[config.mk]
export PLATFORM = sky130hd
export DESIGN_NAME = cpu_run_ctrl
export DESIGN_NICKNAME = d
export VERILOG_FILES = /design/src/rtl/cpu_run_ctrl.sv
export SDC_FILE = /design/constraint.sdc
export NUM_CORES = 1
export LEC_CHECK = 0
export CORE_ASPECT_RATIO = 0.8
export CORE_MARGIN = 2
export CORE_UTILIZATION = 50
export DETAILED_ROUTE_END_ITERATION = 6
export PLACE_DENSITY = 0.86
export SYNTH_ARGS = -nofsm -noshare
export SYNTH_HDL_FRONTEND = slang
export SYNTH_SLANG_ARGS = --single-unit
[constraint.sdc]
create_clock -name clk -period 5 [get_ports clk]
set_input_delay 1 -clock clk [delete_from_list [all_inputs] [get_ports clk]]
set_output_delay 1 -clock clk [all_outputs]
set_load 0.005 [all_outputs]
[src/rtl/cpu_run_ctrl.sv]
// cpu_run_ctrl
// ------------
// Execution controller for the MIPS core. The core runs on the single system
// clock and advances one instruction per cpu_ce pulse. This block produces
// those pulses and steps the core through four modes: halt, free-run,
// single-step and breakpoint. A slide switch and a push button drive the modes.
//
// Build option:
//   CPU_BREAKPOINT_EN - when defined, RUN compares pc against bp_addr on each
//                       prescaler tick and enters BREAK on a match. When it is
//                       not defined, no comparator is built, BREAK cannot be
//                       reached and bp_hit is tied low.
//
// Parameters:
//   DIV - CE prescaler period in clk cycles (>= 2)
//   DEB - step button debounce interval in clk cycles (>= 2)
//
// Ports:
//   clk      in   system clock
//   rst      in   asynchronous reset, active high
//   run_sw   in   raw slide switch, 1 requests free-run
//   step_btn in   raw push button, 1 = pressed
//   pc       in   current core PC (breakpoint compare)
//   bp_addr  in   breakpoint address
//   cpu_ce   out  registered one-cycle clock enable for the core
//   state    out  HALT=00 RUN=01 STEP=10 BREAK=11
//   bp_hit   out  high while state is BREAK
//   cycles   out  number of cpu_ce pulses issued (wraps, cleared by rst only)

module cpu_run_ctrl #(
    parameter int DIV = 249999,
    parameter int DEB = 500000
) (
    input  logic        clk,
    input  logic        rst,
    input  logic        run_sw,
    input  logic        step_btn,
    input  logic [31:0] pc,
    input  logic [31:0] bp_addr,
    output logic        cpu_ce,
    output logic [1:0]  state,
    output logic        bp_hit,
    output logic [31:0] cycles
);

    typedef enum logic [1:0] {
        S_HALT  = 2'b00,
        S_RUN   = 2'b01,
        S_STEP  = 2'b10,
        S_BREAK = 2'b11
    } state_t;

    localparam int PW = (DIV > 1) ? $clog2(DIV) : 1;
    localparam int DW = (DEB > 1) ? $clog2(DEB) : 1;
    localparam logic [PW-1:0] PCNT_MAX = PW'(DIV - 1);
    localparam logic [DW-1:0] DCNT_MAX = DW'(DEB - 1);

    // ------------------------------------------------------------------
    // Input synchronizers (2-FF each, bit 1 is the synchronized value)
    // ------------------------------------------------------------------
    logic [1:0] run_sync;
    logic [1:0] btn_sync;
    logic       run_s;
    logic       btn_s;

    always_ff @(posedge clk or posedge rst) begin
        if (rst) begin
            run_sync <= '0;
            btn_sync <= '0;
        end else begin
            run_sync <= {run_sync[0], run_sw};
            btn_sync <= {btn_sync[0], step_btn};
        end
    end

    assign run_s = run_sync[1];
    assign btn_s = btn_sync[1];

    // ------------------------------------------------------------------
    // Step button debounce. dcnt counts consecutive cycles in which the
    // synchronized button disagrees with the debounced level. Any cycle of
    // agreement restarts the count. The DEB-th disagreeing cycle flips btn_db.
    // ------------------------------------------------------------------
    logic [DW-1:0] dcnt;
    logic          btn_db;
    logic          btn_db_q;
    logic          step_ev;

    always_ff @(posedge clk or posedge rst) begin
        if (rst) begin
            dcnt   <= '0;
            btn_db <= 1'b0;
        end else if (btn_s == btn_db) begin
            dcnt <= '0;
        end else if (dcnt == DCNT_MAX) begin
            btn_db <= btn_s;
            dcnt   <= '0;
        end else begin
            dcnt <= dcnt + 1'b1;
        end
    end

    always_ff @(posedge clk or posedge rst) begin
        if (rst) btn_db_q <= 1'b0;
        else     btn_db_q <= btn_db;
    end

    // One-cycle pulse on each press edge of the debounced button
    assign step_ev = btn_db & ~btn_db_q;

    // ------------------------------------------------------------------
    // Free-running CE prescaler. It does not depend on state, so the pulse
    // phase stays fixed relative to reset whatever mode the core is in.
    // ------------------------------------------------------------------
    logic [PW-1:0] pcnt;
    logic          tick;

    always_ff @(posedge clk or posedge rst) begin
        if (rst)                   pcnt <= '0;
        else if (pcnt == PCNT_MAX) pcnt <= '0;
        else                       pcnt <= pcnt + 1'b1;
    end

    assign tick = (pcnt == PCNT_MAX);

`ifndef CPU_BREAKPOINT_EN
    // Compare inputs are not used in this build
    logic unused_bp;
    assign unused_bp = ^{pc, bp_addr};
`endif

    // ------------------------------------------------------------------
    // Mode FSM. cpu_ce, cycles and bp_hit are registered alongside the
    // state, so a tick in cycle t shows both the pulse and the new state at
    // t+1. cpu_ce defaults low every cycle, which keeps each pulse one cycle
    // wide.
    // ------------------------------------------------------------------
    state_t      st;
    logic [31:0] ce_count;
`ifdef CPU_BREAKPOINT_EN
    logic        bp_hit_q;
`endif

    always_ff @(posedge clk or posedge rst) begin
        if (rst) begin
            st       <= S_HALT;
            cpu_ce   <= 1'b0;
            ce_count <= '0;
`ifdef CPU_BREAKPOINT_EN
            bp_hit_q <= 1'b0;
`endif
        end else begin
            cpu_ce <= 1'b0;
            case (st)
                S_HALT: begin
                    // A switch change outranks a press that lands in the same cycle
                    if (run_s)        st <= S_RUN;
                    else if (step_ev) st <= S_STEP;
                end
                S_RUN: begin
                    // Dropping the switch wins over a tick in the same cycle
                    if (!run_s) begin
                        st <= S_HALT;
                    end else if (tick) begin
`ifdef CPU_BREAKPOINT_EN
                        if (pc == bp_addr) begin
                            st       <= S_BREAK;
                            bp_hit_q <= 1'b1;
                        end else begin
                            cpu_ce   <= 1'b1;
                            ce_count <= ce_count + 32'd1;
                        end
`else
                        cpu_ce   <= 1'b1;
                        ce_count <= ce_count + 32'd1;
`endif
                    end
                end
                S_STEP: begin
                    // Exactly one pulse with no breakpoint check, so a step
                    // can move the core off a breakpoint address
                    if (tick) begin
                        cpu_ce   <= 1'b1;
                        ce_count <= ce_count + 32'd1;
                        st       <= run_s ? S_RUN : S_HALT;
                    end
                end
`ifdef CPU_BREAKPOINT_EN
                S_BREAK: begin
                    if (!run_s) begin
                        st       <= S_HALT;
                        bp_hit_q <= 1'b0;
                    end else if (step_ev) begin
                        st       <= S_STEP;
                        bp_hit_q <= 1'b0;
                    end
                end
`endif
                default: st <= S_HALT;
            endcase
        end
    end

    assign state  = st;
    assign cycles = ce_count;
`ifdef CPU_BREAKPOINT_EN
    assign bp_hit = bp_hit_q;
`else
    assign bp_hit = 1'b0;
`endif

endmodule

Yosys cells after proc, flatten, opt, wreduce, memory -nomap -nowiden
Cells that the tools add are included.
- flip-flop bits (word level): 78
- word-level logic and storage cells: 44
- output and inout port bits: 36
- bitwise operators: 3
- equal/unequal tests: 9
- multiplexer cells: 15
- add/subtract/negate cells: 3
- reduce and logical (&&, ||, !) cells: 5
- operators by type and width (cell ; number):
    2-to-1 mux 32 bit ; 2
    one-hot mux 32 bit (2 select lines) ; 1
    2-to-1 mux 19 bit ; 2
    adder 32 x 1 -> 32 bit, second input constant ; 1
    adder 19 x 1 -> 19 bit, second input constant ; 1
    equality test 19 bit, second input constant ; 1
    adder 18 x 1 -> 18 bit, second input constant ; 1
    equality test 18 bit, second input constant ; 1
    2-to-1 mux 18 bit ; 1
    2-to-1 mux 2 bit ; 4
    != test 2 bit, second input constant ; 3
    one-hot mux 2 bit (3 select lines) ; 1
    AND reduction 2 bit ; 2
    2-to-1 mux 1 bit ; 3
    != test 3 bit, second input constant ; 1
    AND reduction 3 bit ; 1
    equality test 2 x 1 -> 1 bit, second input constant ; 1
    equality test 2 bit, second input constant ; 1
    logical NOT 2 bit ; 1
    inverter 1 bit ; 2
    one-hot mux 1 bit (2 select lines) ; 1
    nonzero test 2 bit ; 1
    AND 1 bit ; 1
    equality test 1 bit ; 1

Longest topological paths before layout
Gate-level depths: netlist of run 1.
- depth in word-level cells: 5
- depth in mapped cells: 8
- gate-level depth less buffers: 7

Least setup slack after synthesis of run 1
No wires, ideal clock.
- path type: register to register
- start: register pcnt[5]
- end: register ce_count[27] (netlist: cycles[27])
- slack: 3.094 ns
- required time: 4.875 ns
- arrival time: 1.781 ns
- cell stages (with the launch flop): 6
- setup time: 0.125 ns
- cell sequence: dfrtp_1 -> or4b_4 -> nor4b_4 -> nand4_4 -> nand2b_1 -> xnor2_1
- longest elaborated chain between the ends: 4
- ends and longest elaborated chain (item ; RTL line ; source):
    from (decl) ; 115 ; logic [PW-1:0] pcnt;
    from (signal assigned) ; 121 ; else pcnt <= pcnt + 1'b1;
    equality test 18 bit (*) ; 124 ; assign tick = (pcnt == PCNT_MAX);
    2-to-1 mux 32 bit (*) ; - ;
    2-to-1 mux 32 bit ; - ;
    one-hot mux 32 bit (2 select lines) (*) ; - ;
    to (signal assigned) ; 175 ; ce_count <= ce_count + 32'd1;
    to (signal assigned) ; 184 ; ce_count <= ce_count + 32'd1;
    to (decl) ; 139 ; logic [31:0] ce_count;
Every way passes the cells marked *; elsewhere a longest branch is shown, timed or not. The select of a mux whose other input is x is not followed.
A chain may end at the register's enable or synchronous reset.

Final worst setup path of run 1
- start: register ce_count[15] (netlist: cycles[15])
- end: output port cycles[15]
- RTL lines (item ; RTL line ; source):
    to (decl) ; 43 ; output logic [31:0] cycles
No word-level cell between the ends.

==> impl_metrics.json, run 1 <==
{
  "critical_path.top_delay_family": "buffers and inverters",
  "final_max_slew_viol_count": 0,
  "ctsResizeCount": 0,
  "avgSynthCellArea_um2": 10.31,
  "grt_max_degree": 50,
  "seqPwrFrac_pct": 54.6,
  "holdBufCountCts": 0,
  "wl_per_cell_um": 14.13,
  "dr.first_iter.drc_count": 132,
  "fmax_mhz": 419.2,
  "vias": 2662,
  "power.internal_mw": 0.9055,
  "p_switching_mw": 0.2738,
  "cts.sinks": 78,
  "synth_cells": 362,
  "cp.arrival_ns": 1.39,
  "grtUsageMet2_pct": 32.13,
  "detailedPlace.worstSlack_ns": 2.366,
  "combPwrFrac_pct": 5.3,
  "syn_nets": 437,
  "cts_root_buffer": "clkbuf_8",
  "drive_above_1_share_pct": 8.029,
  "synth-seq-area-share_pct": 52.30,
  "maxCapViolCount": 0,
  "fin_skew_ns": 0.008733,
  "synth_edf_count": 0,
  "netlist_area_um2": 3732,
  "setup_viol_count_final": 0,
  "synth_top_area_share_pct": 52.30,
  "initial_core_util_pct": 50.97,
  "ys_ff_latch": 78,
  "slew_headroom_pct": 33.66,
  "rows": 28,
  "slowest_stage": "clkdlybuf4s50_1",
  "p_clk_share_pct": 40.1,
  "use_met1_pct": 23.98,
  "design.core.area_um2": 7322,
  "overflow": 0,
  "drc": 0,
  "irDropWorstVdd_mv": 0.1971,
  "fin_crit_ns": 2.386,
  "start_kind": "register",
  "grt_pass1_wl_mm": 12.44,
  "viasPerCell": 5.313,
  "syn2layout_area_growth_pct": 17.97,
  "antennaDiodeCount": 0,
  "place_congestion": 0.8319,
  "rsz0062_at_grt": "no",
  "netlist_top_cells_count": "dfrtp_1, nor2_1, xnor2_1",
  "numPortBuffers": 38,
  "synth_area_leader_cell": "dfrtp_1",
  "top_usage_layer": "met2",
  "path_cells": "clkdlybuf4s50_1",
  "cellPowerDensity_nw_per_um2": 267.8,
  "hp-class": "register to register",
  "dp.final_hpwl_mm": 5.076,
  "antenna_left": 0,
  "clock_path_buffers": 2,
  "fin_crit_sh_pct": 47.71,
  "worstMarginPinSlew_ns": 0.9937,
  "antenna_found_initial": 0,
  "critPathBufInv": 1,
  "wl_mm": 7.078,
  "fp.dieH_um": 81.28,
  "swShare_pct": 23.22,
  "use_met3_pct": 4.045,
  "io_pins": 104,
  "critPathKind": "register to output port",
  "cts_setup_buffers": 0,
  "synthTopCellsByArea": "dfrtp_1, xnor2_1, xor2_1",
  "synth_ff_type": "dfrtp_1",
  "synthArstFlopShare_pct": 100.0,
  "cp-end-kind": "output port",
  "hold_viol": 0,
  "insertion_delay_ns": 0.36,
  "path_clk_slew_ns": 0.08,
  "synth.most_common_cell": "dfrtp_1",
  "track_usage_pct": 19.16,
  "status": "completed",
  "cts_htree_levels": 3,
  "fin_tns_setup_ns": 0,
  "nets": 481,
  "yosysUniqueCellTypes": 40,
  "fp.dieW_um": 100.6,
  "dieArea_um2": 8176,
  "worstPathMaxFanout": 7,
  "dr.pass1.iters": 4,
  "yosys_warnings": 0,
  "cts_buffers": 9,
  "cp_data_required_time_ns": 4.00,
  "layout_setup_ws_ns": 2.614,
  "cts_tree": "built",
  "grt_pass1_vias": 2785,
  "leakage_nw": 1.937,
  "critPathMaxStageDelay_ns": 0.55
}
[power groups by stage]
stage               clock network (mW)  logic [mW]  registers (mW)
global route                     0.507      0.0728           0.645
detailed placement                   0      0.0642           0.656
finish                           0.473      0.0630           0.643
floorplan                            0      0.0429           0.656
CTS                              0.485      0.0651           0.643
global placement                     0      0.0618           0.656
[registers in the layout, summed over array words and instances, names as in the netlist]
name      cells
dcnt         19
state         2
pcnt         18
btn_db        1
btn_db_q      1
run_sync      2
cpu_ce        1
btn_sync      2
cycles       32
[layout by cell type (no fill, tap or decap), types with 2 or more instances in the layout]
cell type,netlist,final
mux2i_1,2,2
dfrtp_1,78,78
xor2_1,27,27
and4_1,3,3
nand4b_1,2,2
ha_1,7,7
nand3_1,26,26
clkbuf_8,0,10
and3_1,3,3
clkinv_2,0,3
nand4_1,14,14
nand2b_1,2,2
xnor2_1,34,34
and2_1,3,3
clkdlybuf4s50_1,0,38
nor4_1,5,5
a21oi_1,5,5
mux2_2,2,2
inv_1,14,13
nor3_2,5,5
nor2_1,59,59
o21ai_0,6,6
nor3_1,10,10
nor2b_1,4,4
nand2_1,26,26
or3_1,5,5
[area by class of cell]
cell class | count | area (um2)
inverter | 14 | 52.55
clock inverter | 6 | 61.31
tap | 90 | 112.6
multi-input combinational | 264 | 1699
timing repair buffer | 39 | 387.9
fill | 597 | 2919
clock buffer | 10 | 137.6
sequential | 78 | 1952
[routing by layer]
| layer | vias to the layer above | part of all wire, % | wire length (um) |
|---|---|---|---|
| li1 | 1304 | - | - |
| met1 | 1298 | 46 | 3259 |
| met2 | 48 | 49 | 3484 |
| met3 | 12 | 2.8 | 197 |
| met4 | 0 | 1.9 | 136 |
| met5 | - | 0 | 0 |
[stage by stage]
stage               hold slack, ns  utilization (%)  instance area [um2]  total power, mW  std cells
floorplan                   0.3312                -                 3732           0.6984        362
global placement            0.3315            57.42                 4204           0.7177        485
detailed placement          0.3464            57.42                 4204           0.7203        485
CTS                         0.3646            60.13                 4403            1.193        501
global route                0.3718            60.13                 4403            1.225        501
finish                      0.3616            60.13                 4403            1.179        501
[path summary, 6_finish.rpt]
| kind | cells after the start | slack [ns] | from | endpoint |
|---|---|---|---|---|
| min reg2reg | 0 | 0.36 | run_sync[0] | run_sync[1] |
| max reg2reg | 7 | 2.84 | state[0] | cycles[10] |
| min in group asynchronous | 2 | 1.20 | rst | state[0] |
| max in group asynchronous | 3 | 2.84 | rst | cycles[1] |
| min | 0 | 0.36 | run_sync[0] | run_sync[1] |
| max | 1 | 2.61 | cycles[15] | cycles[15] |
[kinds of logic (layout without fill, tap and decap cells)]
family                   count (synthesis)  after routing  synth area share [%]
AND/OR/NAND/NOR                        177            177                 25.51
adder cells (fa/ha/maj)                  7              7                 2.347
multiplexers                             4              4                 1.140
AO/OA/AOI/OAI                           14             14                 2.112
XOR/XNOR                                61             61                 14.31
other                                    1              1                0.1005
flip-flops                              78             78                 52.30
buffers and inverters                   20             69                 2.179
Power figures use the tool's default switching activity.
==> run 2: changes to the inputs <==
--- a/config.mk
+++ b/config.mk
@@ -7,9 +7,9 @@
 export LEC_CHECK = 0
 export CORE_ASPECT_RATIO = 0.8
 export CORE_MARGIN = 2
-export CORE_UTILIZATION = 50
+export CORE_UTILIZATION = 43
 export DETAILED_ROUTE_END_ITERATION = 6
-export PLACE_DENSITY = 0.86
+export PLACE_DENSITY = 0.79
 export SYNTH_ARGS = -nofsm -noshare
 export SYNTH_HDL_FRONTEND = slang
 export SYNTH_SLANG_ARGS = --single-unit
==> constraint.sdc (replaced) <==
create_clock -name clk -period 2.02 [get_ports clk]
set_input_delay 0.404 -clock clk [delete_from_list [all_inputs] [get_ports clk]]
set_output_delay 0.404 -clock clk [all_outputs]
set_load 0.005 [all_outputs]
==> run 2 against run 1 <==
Compared with the run above:
- register-to-register slack got worse by 2.8 ns
- non-clock buffer count up 25
- largest power group unchanged
- critical path depth grew 4
- count of clock-buffer cells in the layout down 1
- sequential power is 150% higher
- design area up 7.8%
- clock power grew to 3.0 times the previous value
- final cell count up 9.4%
==> impl_metrics.json, run 2 (synthesis results as in run 1) <==
{
  "final_common_cell": "dfrtp_1",
  "fp.dieW_um": 108.2,
  "cp-end-kind": "register",
  "placed_area_um2": 4431,
  "antenna_left": 0,
  "worstPathMaxFanout": 4,
  "hold_viol": 0,
  "cellPowerDensity_nw_per_um2": 668.7,
  "syn2layout_area_growth_pct": 27.19,
  "leakage_nw": 2.107,
  "antennaDiodeCount": 0,
  "grt_pass1_vias": 2619,
  "regArea_um2": 1952,
  "hp-class": "register to register",
  "insertion_delay_ns": 0.35,
  "mostFrequentLayoutCells": "dfrtp_1, nor2_1, clkdlybuf4s50_1",
  "track_usage_pct": 16.74,
  "status": "completed",
  "cts_tree": "built",
  "fp.dieH_um": 87.33,
  "viasPerCell": 5.062,
  "overflow": 0,
  "place_congestion": 0.8307,
  "antenna_found_initial": 0,
  "fmax_mhz": 503.9,
  "drive_above_1_share_pct": 14.68,
  "cts.sinks": 78,
  "grt_pass1_wl_mm": 12.30,
  "cts_htree_levels": 3,
  "fin_crit_ns": 1.984,
  "wl_per_cell_um": 13.50,
  "clock_path_buffers": 2,
  "rows": 30,
  "fillCellCount": 716,
  "largest_reg_flops": 32,
  "vias": 2774,
  "wl_mm": 7.396,
  "dr.pass1.iters": 4,
  "io_pins": 104,
  "grt_max_degree": 23,
  "cts_root_buffer": "clkbuf_8",
  "maxCapViolCount": 0,
  "fin_skew_ns": 0.007238,
  "numPortBuffers": 38,
  "fin_crit_sh_pct": 98.23,
  "critPathKind": "register to register",
  "multi_input_area_um2": 1740,
  "drc": 0,
  "path_clk_slew_ns": 0.08,
  "worstMarginPinSlew_ns": 0.6528,
  "final_max_slew_viol_count": 0,
  "cp.arrival_ns": 2.25,
  "start_kind": "register",
  "dieArea_um2": 9446,
  "initial_core_util_pct": 44.19,
  "dr.first_iter.drc_count": 209,
  "cp_data_required_time_ns": 2.28,
  "final_area_um2": 4747,
  "design.core.area_um2": 8446,
  "dp.final_hpwl_mm": 5.378,
  "setup_viol_count_final": 0,
  "cts_buffers": 9,
  "rsz0062_at_grt": "yes",
  "nets": 506,
  "slew_headroom_pct": 56.15,
  "holdBufCountCts": 0,
  "power.total_mw": 3.174,
  "irDropWorstVdd_mv": 0.4210
}
==> run 2: worst max-delay path: stages, from the launching register on <==
cell and delay, ns:
dfrtp_1 0.38, or4b_4 0.61, nor3_4 0.23, nand4_2 0.22
nor3_1 0.29, xnor2_1 0.17
==> run 2: metal layers <==
layer | GRT usage, % | vias up | routed length [um] | part of all wire (%)
li1 | - | 1353 | - | -
met1 | 22.45 | 1350 | 3494 | 47
met2 | 27.33 | 61 | 3497 | 47
met3 | 3.740 | 10 | 319 | 4.3
met4 | 5.128 | 0 | 86 | 1.2
met5 | 0 | - | 0 | 0
==> run 2: through the flow <==
stage          worst slack [ns]  TNS (ns)  instances  utilization (%)  hold slack (ns)
6_report                0.03567         0        548            56.21           0.3649
5_1_grt                -0.06204   -0.2735        548            56.21           0.3825
4_1_cts                 0.04175         0        544            55.36           0.3695
3_5_place_dp            0.05681         0        528            52.46           0.3510
3_3_place_gp            0.08443         0        528            52.46           0.3320
2_1_floorplan            0.1138         0        362                -           0.3312
==> run 2: worst paths after layout <==
check / from / endpoint / slack (ns) / depth (start not counted)
max: pcnt[6] / cycles[22] / 0.04 / 5
min: btn_sync[0] / btn_sync[1] / 0.36 / 0
max reg2reg: pcnt[6] / cycles[22] / 0.04 / 5
min reg2reg: btn_sync[0] / btn_sync[1] / 0.36 / 0
max in group asynchronous: rst / cycles[22] / 1.10 / 3
min in group asynchronous: rst / cycles[9] / 0.45 / 2
==> run 2: layout make-up <==
type	count	area share [%]
Clock buffer	9	2.609
Inverter	14	1.186
Multi-Input combinational cell	264	36.66
Sequential cell	78	41.12
Clock inverter	7	2.557
Tap cell	112	2.952
Timing Repair Buffer	64	12.92
==> run 2: what timing repair did <==
item | in CTS | in global routing
resized for setup | 0 | 8
setup buffers | 0 | 4
setup endpoints to repair | 0 | 18
==> run 2: power breakdown <==
part | internal, mW | leakage [nW] | switching, mW
logic | 0.0779 | 0.921 | 0.0999
registers | 1.58 | 1.06 | 0.0151
clock network | 0.827 | 0.124 | 0.577
total | 2.48 | 2.11 | 0.692
==> run 3: changes to the inputs <==
--- a/config.mk
+++ b/config.mk
@@ -9,6 +9,7 @@
 export CORE_MARGIN = 2
 export CORE_UTILIZATION = 43
 export DETAILED_ROUTE_END_ITERATION = 6
+export GPL_TIMING_DRIVEN = 1
 export PLACE_DENSITY = 0.79
 export SYNTH_ARGS = -nofsm -noshare
 export SYNTH_HDL_FRONTEND = slang
==> results of run 3 <==
No change in the layout: final DEF, timing and power equal those of run 2.
